--- src/rtl/sipo_rx_if.sv ---
// rtl/sipo_rx_if.sv - serial input, buffered word output and status bundle for sipo_rx
// slave modport is the deserializer side; master is the upstream/consumer side.
interface sipo_rx_if #(
  parameter int WIDTH = 75
);
  logic             en;
  logic             sin;
  logic             sof;
  logic [WIDTH-1:0] dout;
  logic [2:0]       row;
  logic             dvalid;
  logic             dready;
  logic             busy;
  logic             overflow;
  logic             frm_err;

  modport master (
    output en, sin, sof, dready,
    input  dout, row, dvalid, busy, overflow, frm_err
  );

  modport slave (
    input  en, sin, sof, dready,
    output dout, row, dvalid, busy, overflow, frm_err
  );
endinterface

--- src/rtl/sipo_rx.sv ---
// rtl/sipo_rx.sv - MSB-first deserializer with row tagging and a small valid/ready output FIFO
// Optional error counter output enabled by defining SIPO_RX_ERRCNT_EN.
module sipo_rx #(
  parameter int WIDTH = 75,
  parameter int ROWS  = 4,
  parameter int DEPTH = 2
) (
  input  logic       clk,
  input  logic       rst,
  sipo_rx_if.slave   bus
`ifdef SIPO_RX_ERRCNT_EN
  ,
  output logic [7:0] err_cnt
`endif
);

  localparam int CW = $clog2(WIDTH + 1);
  localparam int PW = $clog2(DEPTH);
  localparam logic [PW:0]   FULL_OCC = DEPTH[PW:0];
  localparam logic [CW-1:0] LAST_CNT = CW'(WIDTH - 1);
  localparam logic [2:0]    ROW_MAX  = ROWS[2:0];

  typedef enum logic {IDLE, SHIFT} state_e;

  state_e           state_q, state_d;
  logic [WIDTH-1:0] shreg_q, shreg_d;
  logic [CW-1:0]    cnt_q, cnt_d;
  logic [2:0]       row_trk_q, row_trk_d;
  logic             frm_err_q, frm_err_d;
  logic             overflow_q, overflow_d;

  logic [WIDTH-1:0] mem_q [DEPTH];
  logic [WIDTH-1:0] mem_d [DEPTH];
  logic [2:0]       tag_q [DEPTH];
  logic [2:0]       tag_d [DEPTH];
  logic [PW-1:0]    wptr_q, wptr_d;
  logic [PW-1:0]    rptr_q, rptr_d;
  logic [PW:0]      occ_q, occ_d;

  logic [WIDTH-1:0] dout_q, dout_d;
  logic [2:0]       row_q, row_d;
  logic             dvalid_q, dvalid_d;

  logic             push, pop, full, drop;
  logic [CW-1:0]    bit_idx;
  logic [2:0]       row_next;

  // Frame collection: bits land directly at their final position WIDTH-1-count.
  always_comb begin
    state_d   = state_q;
    shreg_d   = shreg_q;
    cnt_d     = cnt_q;
    row_trk_d = row_trk_q;
    frm_err_d = 1'b0;
    push      = 1'b0;
    row_next  = (row_trk_q == ROW_MAX) ? 3'd1 : row_trk_q + 3'd1;
    bit_idx   = LAST_CNT - cnt_q;
    if (bus.en) begin
      if (bus.sof) begin
        frm_err_d          = (state_q == SHIFT);
        shreg_d            = '0;
        shreg_d[WIDTH-1]   = bus.sin;
        cnt_d              = CW'(1);
        row_trk_d          = row_next;
        state_d            = SHIFT;
      end else if (state_q == SHIFT) begin
        shreg_d[bit_idx] = bus.sin;
        cnt_d            = cnt_q + CW'(1);
        if (cnt_q == LAST_CNT) begin
          push    = 1'b1;
          state_d = IDLE;
        end
      end
    end
  end

  // Output FIFO; a push into a full buffer survives only if a pop frees a slot this cycle.
  always_comb begin
    mem_d      = mem_q;
    tag_d      = tag_q;
    wptr_d     = wptr_q;
    rptr_d     = rptr_q;
    occ_d      = occ_q;
    full       = (occ_q == FULL_OCC);
    pop        = dvalid_q && bus.dready;
    drop       = push && full && !pop;
    overflow_d = overflow_q || drop;
    if (push && !drop) begin
      mem_d[wptr_q] = shreg_d;
      tag_d[wptr_q] = row_trk_q;
      wptr_d        = wptr_q + PW'(1);
    end
    if (pop) begin
      rptr_d = rptr_q + PW'(1);
    end
    if ((push && !drop) && !pop) begin
      occ_d = occ_q + (PW+1)'(1);
    end else if (!(push && !drop) && pop) begin
      occ_d = occ_q - (PW+1)'(1);
    end
    dvalid_d = (occ_d != '0);
    dout_d   = dvalid_d ? mem_d[rptr_d] : dout_q;
    row_d    = dvalid_d ? tag_d[rptr_d] : row_q;
  end

  always_ff @(posedge clk) begin
    if (!rst) begin
      state_q    <= IDLE;
      shreg_q    <= '0;
      cnt_q      <= '0;
      row_trk_q  <= '0;
      frm_err_q  <= 1'b0;
      overflow_q <= 1'b0;
      wptr_q     <= '0;
      rptr_q     <= '0;
      occ_q      <= '0;
      dout_q     <= '0;
      row_q      <= '0;
      dvalid_q   <= 1'b0;
    end else begin
      state_q    <= state_d;
      shreg_q    <= shreg_d;
      cnt_q      <= cnt_d;
      row_trk_q  <= row_trk_d;
      frm_err_q  <= frm_err_d;
      overflow_q <= overflow_d;
      wptr_q     <= wptr_d;
      rptr_q     <= rptr_d;
      occ_q      <= occ_d;
      dout_q     <= dout_d;
      row_q      <= row_d;
      dvalid_q   <= dvalid_d;
    end
  end

  // Storage contents are don't-care until written; only pointers/occupancy need reset.
  always_ff @(posedge clk) begin
    mem_q <= mem_d;
    tag_q <= tag_d;
  end

  assign bus.dout     = dout_q;
  assign bus.row      = row_q;
  assign bus.dvalid   = dvalid_q;
  assign bus.busy     = (state_q == SHIFT);
  assign bus.overflow = overflow_q;
  assign bus.frm_err  = frm_err_q;

`ifdef SIPO_RX_ERRCNT_EN
  logic [7:0] err_cnt_q, err_cnt_d;
  logic [8:0] err_sum;

  always_comb begin
    err_sum   = {1'b0, err_cnt_q} + {8'd0, frm_err_d} + {8'd0, drop};
    err_cnt_d = err_sum[8] ? 8'hFF : err_sum[7:0];
  end

  always_ff @(posedge clk) begin
    if (!rst) begin
      err_cnt_q <= '0;
    end else begin
      err_cnt_q <= err_cnt_d;
    end
  end

  assign err_cnt = err_cnt_q;
`endif

endmodule

--- src/flat_wrapper.sv ---
// flat-port wrapper written by rule: the top's interface ports become plain ports
module sipo_rx_flat 
#(
  parameter int WIDTH = 75,
  parameter int ROWS  = 4,
  parameter int DEPTH = 2
)
  (clk, rst, bus_en, bus_sin, bus_sof, bus_dready, bus_dout, bus_row, bus_dvalid, bus_busy, bus_overflow, bus_frm_err);
  sipo_rx_if #(.WIDTH(WIDTH)) bus_i ();
  input  logic clk;
  input  logic rst;
  input wire logic [$bits(bus_i.en)-1:0] bus_en;
  input wire logic [$bits(bus_i.sin)-1:0] bus_sin;
  input wire logic [$bits(bus_i.sof)-1:0] bus_sof;
  input wire logic [$bits(bus_i.dready)-1:0] bus_dready;
  output wire logic [$bits(bus_i.dout)-1:0] bus_dout;
  output wire logic [$bits(bus_i.row)-1:0] bus_row;
  output wire logic [$bits(bus_i.dvalid)-1:0] bus_dvalid;
  output wire logic [$bits(bus_i.busy)-1:0] bus_busy;
  output wire logic [$bits(bus_i.overflow)-1:0] bus_overflow;
  output wire logic [$bits(bus_i.frm_err)-1:0] bus_frm_err;
  assign bus_i.en = bus_en;
  assign bus_i.sin = bus_sin;
  assign bus_i.sof = bus_sof;
  assign bus_i.dready = bus_dready;
  assign bus_dout = bus_i.dout;
  assign bus_row = bus_i.row;
  assign bus_dvalid = bus_i.dvalid;
  assign bus_busy = bus_i.busy;
  assign bus_overflow = bus_i.overflow;
  assign bus_frm_err = bus_i.frm_err;
  sipo_rx #(.WIDTH(WIDTH), .ROWS(ROWS), .DEPTH(DEPTH)) u_core (.clk(clk), .rst(rst), .bus(bus_i));
endmodule
--- config.mk ---
export PLATFORM = sky130hd
export DESIGN_NAME = sipo_rx_flat
export DESIGN_NICKNAME = d
export VERILOG_FILES = /design/src/rtl/sipo_rx_if.sv /design/src/rtl/sipo_rx.sv /design/src/flat_wrapper.sv
export SDC_FILE = /design/constraint.sdc
export NUM_CORES = 1
export LEC_CHECK = 0
export CORE_ASPECT_RATIO = 0.6
export CORE_MARGIN = 5
export CORE_UTILIZATION = 65
export DETAILED_ROUTE_END_ITERATION = 7
export DONT_BUFFER_PORTS = 1
export PLACE_DENSITY = 0.78
export SLEW_MARGIN = 25
export SYNTH_ARGS = -nofsm -noshare
export SYNTH_HDL_FRONTEND = slang
export SYNTH_SLANG_ARGS = --single-unit
export TNS_END_PERCENT = 50
--- constraint.sdc ---
create_clock -name clk -period 4.8 [get_ports clk]
set_clock_uncertainty 0.1 [all_clocks]
set_input_delay 0.48 -clock clk [delete_from_list [all_inputs] [get_ports clk]]
set_output_delay 0.48 -clock clk [all_outputs]
set_load 0.1 [all_outputs]
==> flow_summary.toml <==
[status]
result_of_the_run = "finished, final reports clean"

[critical_path]
critical_path.n_buffers_inverters = 0
critical_path.cell_chain = "ha_1 > xor2_1 > nand3_2 > nor2_1 > a21oi_1 > a211oi_1 > a311oi_1"
setup.worst_path.class = "reg -> reg"
timing.reg2reg.worst_path_depth = 7
arrival_ns = 4.43
critical-path-top-delay-family = "compound AO/OA/AOI/OAI gates"
critPathMaxFanout = 18
timing.critical_path.required_ns = 5.11
crit_path_end_kind = "register"
library_cell_contributing_the_largest_single_delay_on_the_critical_path = "sky130_fd_sc_hd__xor2_1"
slowest_delay_ns = 0.81
worst_setup_path_start_kind = "register"
r2r_slack_ns = 0.67
cp.depth = 7

[global_route]
via_count_of_the_first_global_routing_pass = 12190
grt_pass1_wl_mm = 71.61
gr-usage-met1_pct = 51.55
grt.total_usage_pct = 34.63
gr_layer_usage_met2_pct = 48.99
grt_overflow_total = 0
busiest_layer_in_global_routing = "met1"
maximum_number_of_pins_on_one_net_before_global_route_repair = 67
grt_antenna_before_repair = 0
use_met3_pct = 11.15

[die]
boundaryPins = 88
fp.dieArea_um2 = 25980
initial_core_utilization_pct = 66.57
die_h_um = 126.9
num_rows = 42
core_area_um2 = 22230
fp.dieW_um = 204.8

[synthesis]
synthesized_instance_count = 1698
synth-seq-area-share_pct = 44.24
synth.most_common_cell = "sky130_fd_sc_hd__dfxtp_1"
synth_ff_type = "sky130_fd_sc_hd__dfxtp_1"
post_synth.cell_area_avg_um2 = 8.714
postSynth.asyncResetShare_pct = 0
yosys-top-cells-count = "327 x sky130_fd_sc_hd__dfxtp_1, 178 x sky130_fd_sc_hd__nand2_1, 148 x sky130_fd_sc_hd__nor2_1"
syn_area_um2 = 14800
post_synthesis_cell_type_count = 109
net_count_of_the_mapped_netlist = 1710
synth.ff_latch_count = 327
synth.area.top_cells = "sky130_fd_sc_hd__dfxtp_1 44%, sky130_fd_sc_hd__o21ai_0 4.9%, sky130_fd_sc_hd__a21oi_1 4.8%"
yosysWarnings = 0
post_synth_edffs = 0
synth_top_area_share_pct = 44.24
netlist.top_cell.by_area = "sky130_fd_sc_hd__dfxtp_1"

[power_and_ir_drop]
switching_power_as_a_share_of_total_power_pct = 22.82
power_leakage_nw = 5.621
power_density_relative_to_cell_area_nw_per_um2 = 319.1
fraction_of_power_consumed_by_sequential_logic_pct = 54.5
combinationalPowerShare_pct = 2.4
fin_total_pwr_w = 0.005012
power.share.clock_pct = 43.1
netSwitchingPower_w = 0.001144
largest_voltage_drop_on_the_vdd_net_v = 0.0002786
cellInternalPower_w = 0.003868

[detailed_routing]
finalWirelength_mm = 46.80
routed-via-count = 13370
dr.pass1.iters = 6
drt_first_iter_violations = 1608
route.detailed.drc = 0
routedWlPerCell_um = 24.00
postRouteAntennaNets = 0
via_per_inst = 6.856

[timing]
hold_slack_ns = 0.02940
final_min_period_over_clock_period_pct = 85.96
setup_viol = 0
final_max_slew_viol_count = 0
tightest_slew_ns = 1.076
final.min_clock_period_ns = 4.126
fmax_mhz = 242.4
postLayoutSetupSlackWorst_ns = 0.6741
fin_setup_tns_ns = 0
final-hold-violation-count = 0
timing.max_slew.rel_slack_pct = 28.19
rsz0062_at_grt = "false"

[placement]
detailedPlace.worstSlack_ns = 0.8981
detailedPlacementHpwl_mm = 29.72
routabilityCongestion = 0.9836
numPortBuffers = 0

[cts]
clock_latency_ns = 0.57
cts.clk_slew.worst_paths_ns = 0.07
numClockSinks = 327
post_cts.repair.setup_buffers = 0
htreeDepth = 1
clock_tree_from_tritoncts = "built"
clock_path_buffers = 3
cts_root_buffer = "sky130_fd_sc_hd__clkbuf_16"
cts_buffers = 28

[finish]
final_net_count = 1634
layout.core_utilization_pct = 70.66
layout-area-overhead-vs-synth_pct = 6.156
antenna-diode-count = 0
fraction_of_layout_instances_using_a_drive_strength_above_1_pct = 11.81

[min_path]
worst_hold_path.num_cells = 1
min-delay-path-class = "in -> reg"

[flow_run]
max-cap-violations = 0
[registers in the layout (all words and copies together) (netlist names)]
name                 count
u_core.bus.dvalid        1
u_core.tag_q             6
u_core.bus.overflow      1
u_core.bus.row           3
u_core.wptr_q            1
u_core.shreg_q          75
u_core.row_trk_q         3
u_core.rptr_q            1
u_core.occ_q             2
u_core.cnt_q             7
u_core.bus.dout         75
u_core.bus.frm_err       1
u_core.bus.busy          1
u_core.mem_q           150
[worst paths after layout]
kind                           startpoint                               end
max          u_core.cnt_q[0]$_SDFFE_PN0P_  u_core.bus.dout[13]$_SDFFE_PN0P_
min                                   rst     u_core.bus.frm_err$_SDFF_PN0_
max reg2reg  u_core.cnt_q[0]$_SDFFE_PN0P_  u_core.bus.dout[13]$_SDFFE_PN0P_
min reg2reg      u_core.mem_q[75]$_DFF_P_          u_core.mem_q[75]$_DFF_P_
[power groups by stage]
stage / sequential (W) / clock (W) / combinational, W
3_3_place_gp: 0.00279 / 0 / 0.0000912
4_1_cts: 0.00273 / 0.00217 / 0.000114
5_1_grt: 0.00273 / 0.00228 / 0.000123
6_report: 0.00273 / 0.00216 / 0.000118
3_5_place_dp: 0.00280 / 0 / 0.0000917
2_1_floorplan: 0.00280 / 0 / 0.0000851
[cells by family (layout without fill, tap and decap cells)]
kind of cell,after synthesis,count (layout),synth area share [%]
flip-flops,327,327,44.24
XOR/XNOR,7,7,0.4651
AO/OA/AOI/OAI,592,592,28.06
AND/OR/NAND/NOR,560,560,18.70
adder cells (fa/ha/maj),6,6,0.5073
buffers and inverters,168,112,5.175
multiplexers,38,38,2.850
[per-stage QoR]
step / cells / area (um^2)
2_1_floorplan: 1698 / 14800
3_3_place_gp: 1895 / 14790
3_5_place_dp: 1895 / 14790
4_1_cts: 1950 / 15710
5_1_grt: 1950 / 15710
6_report: 1950 / 15710
[worst reg2reg max path, stage by stage (launching register included)]
cell                       delay [ns]
sky130_fd_sc_hd__dfxtp_1         0.74
sky130_fd_sc_hd__ha_1            0.74
sky130_fd_sc_hd__xor2_1          0.81
sky130_fd_sc_hd__nand3_2         0.27
sky130_fd_sc_hd__nor2_1          0.34
sky130_fd_sc_hd__a21oi_1         0.12
sky130_fd_sc_hd__a211oi_1        0.67
sky130_fd_sc_hd__a311oi_1        0.18
[layout make-up]
class / count / area (um^2)
Clock buffer: 38 / 768.2
Clock inverter: 12 / 77.57
Fill cell: 1767 / 6521
Inverter: 24 / 92.59
Multi-Input combinational cell: 1203 / 7507
Sequential cell: 327 / 6549
Tap cell: 308 / 385.4
Timing Repair Buffer: 38 / 327.8
[per-layer routing]
metal	vias up	share of wire (%)
met5	-	0
met4	0	2.5
met3	101	14
met2	831	41
met1	6374	43
li1	6064	-
[layout by cell type, fill, tap and decap left out, types with 23 or more instances in the layout]
| master | instances |
|---|---|
| sky130_fd_sc_hd__dfxtp_1 | 325 |
| sky130_fd_sc_hd__nand2_1 | 178 |
| sky130_fd_sc_hd__nor2_1 | 147 |
| sky130_fd_sc_hd__o21ai_0 | 144 |
| sky130_fd_sc_hd__a21oi_1 | 141 |
| sky130_fd_sc_hd__nand3_1 | 76 |
| sky130_fd_sc_hd__a21o_1 | 32 |
| sky130_fd_sc_hd__buf_4 | 32 |
| sky130_fd_sc_hd__mux2_2 | 30 |
| sky130_fd_sc_hd__clkbuf_16 | 28 |
| sky130_fd_sc_hd__and3_1 | 24 |
| sky130_fd_sc_hd__o211ai_1 | 24 |
| sky130_fd_sc_hd__a31oi_1 | 23 |
[timing repair]
action,CTS,global route
endpoints found under the hold margin,76,0
hold buffers,5,0
gates resized for setup,0,0
setup endpoints to repair,0,0
No activity file was read; power rests on OpenSTA's default activity.
